### src/rtl/sys_pkg.sv
// Shared types and defaults for the systolic-array psum drain path.
package sys_pkg;

    localparam int unsigned SYS_COL_DEF    = 16;
    localparam int unsigned DATA_WIDTH_DEF = 16;
    localparam int unsigned PSUM_WIDTH_DEF = 2 * DATA_WIDTH_DEF;
    localparam int unsigned FIFO_DEPTH_DEF = 4;
    localparam int unsigned ROW_CNT_W_DEF  = 16;

    typedef enum logic [1:0] {
        IDLE,
        COLLECT,
        DONE
    } drain_state_e;

    typedef logic [PSUM_WIDTH_DEF-1:0] psum_t;

endpackage

### src/rtl/sys_psum_drain_if.sv
// Array-side psum capture and downstream row handshake of the psum drain.
interface sys_psum_drain_if #(
    parameter int unsigned SYS_COL    = 16,
    parameter int unsigned PSUM_WIDTH = 32
);
    logic [PSUM_WIDTH-1:0] psum_in  [SYS_COL];
    logic [SYS_COL-1:0]    en_in;
    logic [PSUM_WIDTH-1:0] out_data [SYS_COL];
    logic                  out_valid;
    logic                  out_ready;

    // Environment side: drives the array psums and the downstream ready.
    modport master (
        output psum_in, en_in, out_ready,
        input  out_data, out_valid
    );

    // Drain side.
    modport slave (
        input  psum_in, en_in, out_ready,
        output out_data, out_valid
    );
endinterface

### src/rtl/psum_col_fifo.sv
// Single-clock per-column psum FIFO; a push into a full FIFO is dropped unless a pop frees a slot.
module psum_col_fifo #(
    parameter int unsigned WIDTH = 32,
    parameter int unsigned DEPTH = 4
) (
    input  logic             clk,
    input  logic             rstn,
    input  logic             clr,
    input  logic             push,
    input  logic             pop,
    input  logic [WIDTH-1:0] din,
    output logic [WIDTH-1:0] dout,
    output logic             empty,
    output logic             full,
    output logic             push_drop
);
    localparam int unsigned PTR_W = $clog2(DEPTH);
    localparam int unsigned CNT_W = PTR_W + 1;

    logic [WIDTH-1:0] mem [DEPTH];
    logic [PTR_W-1:0] wr_ptr;
    logic [PTR_W-1:0] rd_ptr;
    logic [CNT_W-1:0] cnt;
    logic             do_push;
    logic             do_pop;

    assign empty     = (cnt == '0);
    assign full      = (cnt == CNT_W'(DEPTH));
    assign do_pop    = pop && !empty;
    assign do_push   = push && (!full || do_pop);
    assign push_drop = push && !do_push;
    assign dout      = mem[rd_ptr];

    always_ff @(posedge clk or negedge rstn) begin
        if (!rstn) begin
            wr_ptr <= '0;
            rd_ptr <= '0;
            cnt    <= '0;
            for (int unsigned i = 0; i < DEPTH; i++) begin
                mem[i] <= '0;
            end
        end else if (clr) begin
            wr_ptr <= '0;
            rd_ptr <= '0;
            cnt    <= '0;
        end else begin
            if (do_push) begin
                mem[wr_ptr] <= din;
                wr_ptr      <= wr_ptr + PTR_W'(1);
            end
            if (do_pop) begin
                rd_ptr <= rd_ptr + PTR_W'(1);
            end
            unique case ({do_push, do_pop})
                2'b10:   cnt <= cnt + CNT_W'(1);
                2'b01:   cnt <= cnt - CNT_W'(1);
                default: ;
            endcase
        end
    end

endmodule

### src/rtl/sys_psum_drain.sv
// Collects column-skewed psums into per-column FIFOs and hands out re-aligned rows.
module sys_psum_drain
    import sys_pkg::*;
#(
    parameter int unsigned SYS_COL    = SYS_COL_DEF,
    parameter int unsigned DATA_WIDTH = DATA_WIDTH_DEF,
    parameter int unsigned FIFO_DEPTH = FIFO_DEPTH_DEF,
    parameter int unsigned ROW_CNT_W  = ROW_CNT_W_DEF
) (
    input  logic                 clk,
    input  logic                 rstn,
    input  logic                 start,
    input  logic [ROW_CNT_W-1:0] num_rows,
    sys_psum_drain_if.slave      dif,
    output logic                 busy,
    output logic                 done,
    output logic                 overflow
);
    localparam int unsigned PSUM_WIDTH = 2 * DATA_WIDTH;

    drain_state_e         state;
    logic [ROW_CNT_W-1:0] rows_q;
    logic [ROW_CNT_W-1:0] pop_cnt;
    logic [SYS_COL-1:0]   col_empty;
    logic [SYS_COL-1:0]   col_full;
    logic [SYS_COL-1:0]   col_drop;
    logic [SYS_COL-1:0]   col_push;
    logic                 row_valid_c;
    logic                 pop_c;
    logic                 clr_c;
    logic                 unused_full;

    assign row_valid_c   = (state == COLLECT) && !(|col_empty);
    assign pop_c         = row_valid_c && dif.out_ready;
    assign clr_c         = (state == IDLE) && start && (num_rows != '0);
    assign col_push      = (state == COLLECT) ? dif.en_in : '0;
    assign dif.out_valid = row_valid_c;
    assign busy          = (state == COLLECT);
    assign done          = (state == DONE);
    assign unused_full   = ^col_full;

    for (genvar c = 0; c < SYS_COL; c++) begin : g_col
        psum_col_fifo #(
            .WIDTH (PSUM_WIDTH),
            .DEPTH (FIFO_DEPTH)
        ) u_fifo (
            .clk       (clk),
            .rstn      (rstn),
            .clr       (clr_c),
            .push      (col_push[c]),
            .pop       (pop_c),
            .din       (dif.psum_in[c]),
            .dout      (dif.out_data[c]),
            .empty     (col_empty[c]),
            .full      (col_full[c]),
            .push_drop (col_drop[c])
        );
    end

    // Job FSM with the row pop counter and the sticky overflow flag.
    always_ff @(posedge clk or negedge rstn) begin
        if (!rstn) begin
            state    <= IDLE;
            rows_q   <= '0;
            pop_cnt  <= '0;
            overflow <= 1'b0;
        end else begin
            unique case (state)
                IDLE: begin
                    if (start) begin
                        if (num_rows != '0) begin
                            state    <= COLLECT;
                            rows_q   <= num_rows;
                            pop_cnt  <= '0;
                            overflow <= 1'b0;
                        end else begin
                            state <= DONE;
                        end
                    end
                end
                COLLECT: begin
                    if (|col_drop) begin
                        overflow <= 1'b1;
                    end
                    if (pop_c) begin
                        pop_cnt <= pop_cnt + ROW_CNT_W'(1);
                        if (pop_cnt + ROW_CNT_W'(1) == rows_q) begin
                            state <= DONE;
                        end
                    end
                end
                DONE:    state <= IDLE;
                default: state <= IDLE;
            endcase
        end
    end

endmodule

### src/flat_wrapper.sv
// flat-port wrapper written by rule: the top's interface ports become plain ports
module sys_psum_drain_flat import sys_pkg::*;
#(
    parameter int unsigned SYS_COL    = SYS_COL_DEF,
    parameter int unsigned DATA_WIDTH = DATA_WIDTH_DEF,
    parameter int unsigned FIFO_DEPTH = FIFO_DEPTH_DEF,
    parameter int unsigned ROW_CNT_W  = ROW_CNT_W_DEF
)
  (clk, rstn, start, num_rows, busy, done, overflow, dif_psum_in, dif_en_in, dif_out_ready, dif_out_data, dif_out_valid);
  sys_psum_drain_if #(.SYS_COL(SYS_COL), .PSUM_WIDTH((2 * DATA_WIDTH))) dif_i ();
  input  logic clk;
  input  logic rstn;
  input  logic start;
  input  logic [ROW_CNT_W-1:0] num_rows;
  output logic busy;
  output logic done;
  output logic overflow;
  input wire logic [$bits(dif_i.psum_in)-1:0] dif_psum_in;
  input wire logic [$bits(dif_i.en_in)-1:0] dif_en_in;
  input wire logic [$bits(dif_i.out_ready)-1:0] dif_out_ready;
  output wire logic [$bits(dif_i.out_data)-1:0] dif_out_data;
  output wire logic [$bits(dif_i.out_valid)-1:0] dif_out_valid;
  assign dif_i.psum_in = {>>{dif_psum_in}};
  assign dif_i.en_in = dif_en_in;
  assign dif_i.out_ready = dif_out_ready;
  assign dif_out_data = {>>{dif_i.out_data}};
  assign dif_out_valid = dif_i.out_valid;
  sys_psum_drain #(.SYS_COL(SYS_COL), .DATA_WIDTH(DATA_WIDTH), .FIFO_DEPTH(FIFO_DEPTH), .ROW_CNT_W(ROW_CNT_W)) u_core (.clk(clk), .rstn(rstn), .start(start), .num_rows(num_rows), .dif(dif_i), .busy(busy), .done(done), .overflow(overflow));
endmodule
### config.mk
export PLATFORM = sky130hd
export DESIGN_NAME = sys_psum_drain_flat
export DESIGN_NICKNAME = d
export VERILOG_FILES = /design/src/rtl/sys_pkg.sv /design/src/rtl/sys_psum_drain_if.sv /design/src/rtl/psum_col_fifo.sv /design/src/rtl/sys_psum_drain.sv /design/src/flat_wrapper.sv
export SDC_FILE = /design/constraint.sdc
export NUM_CORES = 2
export LEC_CHECK = 0
export CAP_MARGIN = 20
export CORE_AREA = 2 2 494 496
export CTS_CLUSTER_DIAMETER = 120
export DETAILED_ROUTE_END_ITERATION = 12
export DIE_AREA = 0 0 496 498
export PLACE_DENSITY = 0.73
export SLEW_MARGIN = 20
export SYNTH_ARGS = -nofsm -noshare
export SYNTH_HDL_FRONTEND = slang
export SYNTH_SLANG_ARGS = --single-unit
### constraint.sdc
create_clock -name clk -period 3.3 [get_ports clk]
set_clock_uncertainty 0.05 [all_clocks]
set_input_delay 0.66 -clock clk [delete_from_list [all_inputs] [get_ports clk]]
set_output_delay 0.66 -clock clk [all_outputs]
set_load 0.02 [all_outputs]
== Word level (Yosys, flattened, before mapping) ==
Cells that the tools add are included.

* Register bits after elaboration: 2195
* Input bits: 548
* Output and inout port bits: 516
* Logic and storage cells: 746

* $add $sub $neg: 65
* Order comparisons: 48
* Eq/ne operators: 56
* Multiplexer cells: 206
* Bitwise operators: 33
* Reduce and logical (&&, ||, !) cells: 222

{| class="wikitable"
|+ Operators with widths
! operator !! count
|-
| bitwise mux 128 bit || 16
|-
| two-way mux 32 bit || 48
|-
| binary-select mux 32 bit (select 2 bit) || 16
|-
| demux 32 bit (select 2 bit) || 16
|-
| two-way mux 2 bit || 68
|-
| >= comparator 3 bit (second input constant) || 32
|-
| NOT 2 -> 3 bit || 32
|-
| case mux 3 bit (2 select lines) || 16
|-
| logical AND 1 bit || 68
|-
| nonzero test 2 bit || 33
|-
| adder 2 x 1 -> 2 bit (second input constant) || 32
|-
| two-way mux 16 bit || 4
|-
| logical NOT 1 bit || 49
|-
| adder 3 x 1 -> 3 bit (second input constant) || 16
|-
| == test 3 bit (second input constant) || 16
|-
| logical NOT 3 bit || 16
|-
| less-than comparator 3 x 1 -> 1 bit (second input constant) || 16
|-
| two-way mux 3 bit || 16
|-
| nonzero test 3 bit || 16
|-
| subtractor 3 x 1 -> 3 bit (second input constant) || 16
|-
| == test 2 x 1 -> 1 bit (second input constant) || 17
|-
| == test 2 bit (second input constant) || 17
|-
| case mux 16 bit (2 select lines) || 1
|-
| AND reduction 2 bit || 16
|-
| 14 further kinds || 37
|}

== Depth between registers and ports, before layout ==
* Word-level depth: 13
* Depth in mapped cells: 16
* Gate-level depth less buffers: 12

== Hierarchy ==
A second synthesis with hierarchy kept.

* Cells, all modules: 6218
* Area total of the unflattened synthesis: 109706.5 um2

{| class="wikitable"
|+ Modules (own cells, without submodules)
! module !! instances !! cells an instance !! area each (um2) !! seq. area each (um2)
|-
| psum_col_fifo || 16 || 374 || 6717.7 || 3378.2
|-
| sys_psum_drain || 1 || 234 || 2223.4 || 875.8
|}

== Worst setup path before layout ==
OpenSTA, ideal clock, no wires.

* Kind: flip-flop to flip-flop
* From: register u_core.g_col[8].u_fifo.cnt[1]
* To: register u_core.g_col[9].u_fifo.cnt[2]
* Setup time: 0.132 ns
* Arrival: 3.337 ns
* Data required time: 3.118 ns
* Slack: -0.219 ns
* Cell stages (with the launch flop): 16
* Path buffers: 5
* Period minus slack after synthesis: 3.519 ns
* Cell sequence: dfrtp_1 > or3_1 > nand4_1 > or3_1 > buf_2 > buf_4 > buf_1 > buf_1 > buf_1 > inv_1 > ha_1 > fa_1 > xnor2_1 > nor2_1 > xnor2_1 > nor2_1

* Word-level cells in the longest chain between the ends: 11
* Elaborated cells on any way between the ends: 13
* Classes of those cells: eq/ne: 2; mux: 2; reduce/logical: 9

{| class="wikitable"
|+ RTL lines
! element !! RTL line !! source
|-
| from (decl) || psum_col_fifo.sv:23 || <nowiki>logic [CNT_W-1:0] cnt;</nowiki>
|-
| from (signal assigned) || psum_col_fifo.sv:55 || <nowiki>2'b10: cnt <= cnt + CNT_W'(1);</nowiki>
|-
| from (signal assigned) || psum_col_fifo.sv:56 || <nowiki>2'b01: cnt <= cnt - CNT_W'(1);</nowiki>
|-
| logical NOT 3 bit * || psum_col_fifo.sv:27 || <nowiki>assign empty = (cnt == '0);</nowiki>
|-
| OR reduction 16 bit * || sys_psum_drain.sv:33 || <nowiki>assign row_valid_c = (state == COLLECT) && !(|col_empty);</nowiki>
|-
| logical NOT 1 bit * || sys_psum_drain.sv:33 ||
|-
| logical AND 1 bit * || sys_psum_drain.sv:33 ||
|-
| logical AND 1 bit * || sys_psum_drain.sv:34 || <nowiki>assign pop_c = row_valid_c && dif.out_ready;</nowiki>
|-
| logical AND 1 bit * || psum_col_fifo.sv:29 || <nowiki>assign do_pop = pop && !empty;</nowiki>
|-
| logical OR 1 bit || psum_col_fifo.sv:30 || <nowiki>assign do_push = push && (!full || do_pop);</nowiki>
|-
| logical AND 1 bit || psum_col_fifo.sv:30 ||
|-
| == test 2 x 1 -> 1 bit or == test 2 bit (tied branches) || psum_col_fifo.sv:54 || <nowiki>unique case ({do_push, do_pop})</nowiki>
|-
| case mux 3 bit (2 select lines) || psum_col_fifo.sv:54 ||
|-
| two-way mux 3 bit || psum_col_fifo.sv:42 || <nowiki>end else if (clr) begin</nowiki>
|-
| to (signal assigned) || psum_col_fifo.sv:55 ||
|-
| to (signal assigned) || psum_col_fifo.sv:56 ||
|-
| to (decl) || psum_col_fifo.sv:23 ||
|}

Every way passes the cells marked *; elsewhere a longest branch is shown, timed or not.
A chain may end at the register's enable or synchronous reset.

== Worst setup path after layout ==
* From: register u_core.g_col[11].u_fifo.rd_ptr[0]
* To: output port dif_out_data[137]

* Word-level cells in the longest chain between the ends: 4

{| class="wikitable"
|+ RTL lines
! element !! RTL line !! source
|-
| from (decl) || psum_col_fifo.sv:22 || <nowiki>logic [PTR_W-1:0] rd_ptr;</nowiki>
|-
| from (signal assigned) || psum_col_fifo.sv:52 || <nowiki>rd_ptr <= rd_ptr + PTR_W'(1);</nowiki>
|-
| NOT 2 -> 3 bit (not written as such) || psum_col_fifo.sv:32 || <nowiki>assign dout = mem[rd_ptr];</nowiki>
|-
| binary-select mux 32 bit (select 2 bit) || psum_col_fifo.sv:32 ||
|-
| two-way mux 32 bit (not written as such) (2 in a row) || psum_col_fifo.sv:32 ||
|-
| to (decl) || flat_wrapper.sv:21 || <nowiki>output wire logic [$bits(dif_i.out_data)-1:0] dif_out_data;</nowiki>
|}

No other way between the ends. The select of a mux whose other input is x is not followed.

==> run_results.csv <==
group,metric,value,unit
outcome,result_of_the_run,"finished, final reports clean",
worst_setup_path,arrival_time_of_data_at_the_critical_path_endpoint,2.51,ns
pwr,swShare,35.2,%
global_routing,maximum_number_of_pins_on_one_net_before_global_route_repair,109,
hold_path,hold_path_class,"in2reg",
cells_and_area,combined_flip_flop_and_latch_cell_area,55000,um2
floorplanning,initial_utilization,39.8,%
route,dr.first_iter.drc_count,2903,
clocking,tritoncts,"yes",
worst_setup_path,path_cells,"buf_4 > mux4_2 > dlygate4sd2_1",
worst_setup_path,rr_worst_depth,14,
place,finalWeightedCongestion,0.828,
worst_setup_path,worstSetupStartpoint,"u_core.g_col[11].u_fifo.rd_ptr[0]",
worst_setup_path,crit_reg_reg_startpoint,"u_core.g_col[14].u_fifo.cnt[2]",
worst_setup_path,critical_path.max_fanout,4,
global_routing,antenna_found_initial,129,
synth,edff_count_synth,0,
worst_setup_path,regToRegEndpoint,"u_core.g_col[10].u_fifo.cnt[2]",
cells_and_area,multiInputGateArea,39500,um2
worst_setup_path,critPathLaunchType,"flip-flop",
timing,final.period_utilization,97.5,%
synth,library_cell_occupying_the_most_area_in_the_post_synthesis_netlist,"sky130_fd_sc_hd__dfrtp_1",
worst_setup_path,crit_end_category,"output pin",
global_routing,grt-ovfl-total,0,
place,dpl.hpwl,179000,um
floorplanning,io_pins,1064,
place,placed_cells,10100,
route,residual_drc,0,
floorplanning,die_area,247000,um2
synth,synthTopCellsByArea,"sky130_fd_sc_hd__dfrtp_1 57%, sky130_fd_sc_hd__mux2_2 24%, sky130_fd_sc_hd__mux4_2 12%",
place,io_buffer_count,1063,
floorplanning,dieWidth,496,um
route,ant_nets,0,
synth,synth.cell_area,96200,um2
timing,final.min_clock_period,3.22,ns
clocking,cts.path.max_buffers,3,
cells_and_area,final_cells,10600,
timing,finalHoldViolCount,0,
synth,synthFlopType,"sky130_fd_sc_hd__dfrtp_1",
global_routing,grtUsageTotal,20.9,%
pwr,internal_power,0.0900,W
cells_and_area,utilization,50.1,%
clocking,clk_pin_slew_worst_setup_hold_paths,0.06,ns
cells_and_area,drive_gt1_share,46.2,%
pwr,power.density,1150,nW/um2
timing,achievable-frequency,311,MHz
clocking,cts_made_buffers,229,
timing,max_slew.worst_pin.slew,0.881,ns
pwr,power.ir.vdd_worst,830,uV
worst_setup_path,endpoint,"dif_out_data[137]",
synth,async_set_or_reset_flop_fraction_in_the_synthesized_netlist,100,%
worst_setup_path,worst-path-stages,3,
pwr,share_clk_of_total_power,19.3,%
run,max_cap_viol_count,0,
synth,ys_types,47,
synth,synth.yosys.seq_area_share,57.1,%
worst_setup_path,slowest_delay,0.51,ns
clocking,clk_latency,0.86,ns
route,drt-pass1-iter-count,5,
timing,grt_setup_unrepaired,"yes",
worst_setup_path,worst-r2r-setup-slack,0.16,ns
route,route.detailed.vias_per_inst,5.32,
cells_and_area,fillers,20000,
timing,setup_viol,0,
timing,relSlewSlack,41.3,%
worst_setup_path,crit_path_required_time,2.59,ns
worst_setup_path,critPathTopFamily,"buffers and inverters",
floorplanning,std_cell_rows,181,
global_routing,wire_length_of_the_first_global_routing_pass,393000,um
floorplanning,floorplan.core_area,242000,um2
clocking,cts-root-buf,"sky130_fd_sc_hd__clkbuf_16",
synth,yosys_register_bits,2195,
cells_and_area,syn_to_final_growth,26.1,%
place,place_area,113000,um2
synth,post_syn_instances,5903,
global_routing,number_of_global_route_vias_before_repair,61600,
synth,syn_nets,6545,
synth,count_of_warnings_emitted_by_yosys,0,
pwr,p_sw,0.0490,W
cells_and_area,finish.net_count,7822,
synth,synth_area_per_cell,16.3,um2
route,wl_per_cell,24.6,um
worst_setup_path,path_buf_inv,2,
route,number_of_vias_after_detailed_routing,56700,
route,routed_wirelength,262000,um
synth,yosys.area.top_type_share,57.1,%
clocking,h-tree-depth,4,
worst_setup_path,critical-path-slowest-cell,"sky130_fd_sc_hd__dfrtp_2",
cells_and_area,final_area,121000,um2
pwr,comb_power_share,46.3,%
clocking,tritoncts_num_sinks,2195,
timing,tns,0,ns
worst_setup_path,crit_type,"reg2out",
floorplanning,die-height,498,um
timing,drv_slew,0,
pwr,leakagePower,51.8,nW
pwr,power.sequential.fraction,34.4,%
==> Yosys cell counts (2+ instances only) <==
cell type                  count
sky130_fd_sc_hd__nor2b_1       4
sky130_fd_sc_hd__dfrtp_1    2195
sky130_fd_sc_hd__nor3b_1       6
sky130_fd_sc_hd__buf_2       193
sky130_fd_sc_hd__o311ai_0      2
sky130_fd_sc_hd__xnor2_1      53
sky130_fd_sc_hd__buf_1        55
sky130_fd_sc_hd__o21bai_1      2
sky130_fd_sc_hd__a21oi_2       5
sky130_fd_sc_hd__xor2_1       35
sky130_fd_sc_hd__nor3_1       26
sky130_fd_sc_hd__mux4_2      512
sky130_fd_sc_hd__o31ai_1      22
sky130_fd_sc_hd__o22ai_1       2
sky130_fd_sc_hd__a21oi_1      14
sky130_fd_sc_hd__a21o_1        2
sky130_fd_sc_hd__nand4_1       8
sky130_fd_sc_hd__a32oi_1       4
sky130_fd_sc_hd__or2_2         2
sky130_fd_sc_hd__clkbuf_1    107
sky130_fd_sc_hd__and4_1        4
sky130_fd_sc_hd__fa_1         16
sky130_fd_sc_hd__nand3_1      22
sky130_fd_sc_hd__ha_1         78
sky130_fd_sc_hd__and3_1        2
sky130_fd_sc_hd__a31oi_4       2
sky130_fd_sc_hd__nor4_1        9
sky130_fd_sc_hd__a22o_1        2
sky130_fd_sc_hd__or3_1        16
sky130_fd_sc_hd__mux2i_1      23
sky130_fd_sc_hd__o21ai_0      42
sky130_fd_sc_hd__nor2_1      109
sky130_fd_sc_hd__inv_1        64
sky130_fd_sc_hd__a31oi_1      13
sky130_fd_sc_hd__and2_1       11
sky130_fd_sc_hd__nand2_1     183
sky130_fd_sc_hd__mux2_2     2048
==> state kept, by name, indices dropped and copies added (netlist names) <==
| signal | cells |
|---|---|
| u_core.g_col.u_fifo.rd_ptr | 32 |
| u_core.g_col.u_fifo.wr_ptr | 32 |
| u_core.pop_cnt | 16 |
| u_core.g_col.u_fifo.mem | 2048 |
| u_core.rows_q | 16 |
| u_core.overflow | 1 |
| u_core.g_col.u_fifo.cnt | 48 |
| u_core.state | 2 |
==> power by group through the flow <==
stage / combinational, W / sequential [W] / clock (W)
final: 0.0643 / 0.0478 / 0.0268
after global routing: 0.0681 / 0.0493 / 0.0287
after CTS: 0.0649 / 0.0477 / 0.0275
after detailed placement: 0.0676 / 0.0483 / 0
after global placement: 0.0662 / 0.0470 / 0
after floorplan: 0.0424 / 0.0454 / 0
==> cells by family (layout without fill, tap and decap cells) <==
family | after synthesis | in the layout | synth area share (%)
other | 0 | 68 | 0
DFF | 2195 | 2195 | 57.1
muxes | 2583 | 2583 | 36.2
buffers and inverters | 420 | 1889 | 1.89
xor gates and xnor gates | 88 | 88 | 0.801
and+or+nand+nor | 404 | 404 | 1.83
AOI/OAI and AO/OA | 119 | 119 | 0.822
adders and majority gates | 94 | 94 | 1.35
==> worst register-to-register path, stage by stage, from the launching register on <==
cell and delay, ns:
sky130_fd_sc_hd__dfrtp_1 0.39, sky130_fd_sc_hd__nor3_1 0.08, sky130_fd_sc_hd__nor3_1 0.31, sky130_fd_sc_hd__nand4_1 0.17
sky130_fd_sc_hd__or3_4 0.42, sky130_fd_sc_hd__buf_12 0.17, sky130_fd_sc_hd__buf_4 0.16, sky130_fd_sc_hd__a21oi_2 0.14
sky130_fd_sc_hd__inv_1 0.07, sky130_fd_sc_hd__ha_1 0.22, sky130_fd_sc_hd__fa_2 0.35, sky130_fd_sc_hd__xnor2_1 0.13
sky130_fd_sc_hd__nor2_1 0.15, sky130_fd_sc_hd__xnor2_1 0.15, sky130_fd_sc_hd__nor2_1 0.06
==> per-stage QoR <==
| stage | power [W] | setup WS [ns] | hold WS [ns] |
|---|---|---|---|
| floorplan | 0.0878 | 0.0935 | 0.314 |
| global placement | 0.113 | -0.262 | 0.431 |
| detailed placement | 0.116 | -0.285 | 0.437 |
| CTS | 0.140 | -0.203 | 0.233 |
| global route | 0.146 | -0.0351 | 0.277 |
| finish | 0.139 | 0.0837 | 0.343 |
==> layout by cell type (no fill, tap or decap), types with 68 or more instances in the layout <==
master                               n
sky130_fd_sc_hd__buf_12            132
sky130_fd_sc_hd__buf_4             189
sky130_fd_sc_hd__clkbuf_16         233
sky130_fd_sc_hd__clkdlybuf4s50_1   548
sky130_fd_sc_hd__dfrtp_1          2177
sky130_fd_sc_hd__diode_2            68
sky130_fd_sc_hd__dlygate4sd2_1     392
sky130_fd_sc_hd__ha_1               78
sky130_fd_sc_hd__mux2_2           2048
sky130_fd_sc_hd__mux4_2            512
sky130_fd_sc_hd__nand2_1           179
sky130_fd_sc_hd__nor2_1            108
==> area by class of cell <==
cell class / count / area share [%]
inverters: 64 / 0.198
well taps: 3202 / 3.30
clock inverters: 73 / 0.910
repair buffers: 1402 / 11.9
flip-flops and latches: 2195 / 45.3
diodes: 68 / 0.140
multi-input cells: 3288 / 32.6
clock buffers: 350 / 5.64
==> layer usage <==
metal	vias to the layer above	track usage, %	routed length [um]
met4	102	10.3	10800
met2	1471	33.6	128000
met3	523	7.30	21400
li1	24500	-	-
met5	-	0	677
met1	30100	25.0	101000
==> timing repair <==
item	CTS	global route
buffers inserted	34	6
hold buffers	1	0
gates resized for setup	732	77
cloned	6	3
pin swaps	2	5
setup endpoints to repair	525	77
hold endpoints to repair	42	0
==> how the worst min path moves through the flow <==
| stage | cells past startpoint | endpoint | start |
|---|---|---|---|
| after global placement | 1 | u_core.g_col[7].u_fifo.mem[40] | u_core.g_col[7].u_fifo.mem[40] |
| final | 3 | u_core.rows_q[4] | num_rows[4] |
| after floorplan | 0 | u_core.g_col[0].u_fifo.cnt[0] | rstn |
| after global routing | 3 | u_core.rows_q[12] | num_rows[12] |
| after CTS | 3 | u_core.rows_q[4] | num_rows[4] |
| after detailed placement | 1 | u_core.g_col[10].u_fifo.mem[60] | u_core.g_col[10].u_fifo.mem[60] |
Power figures use the tool's default switching activity.
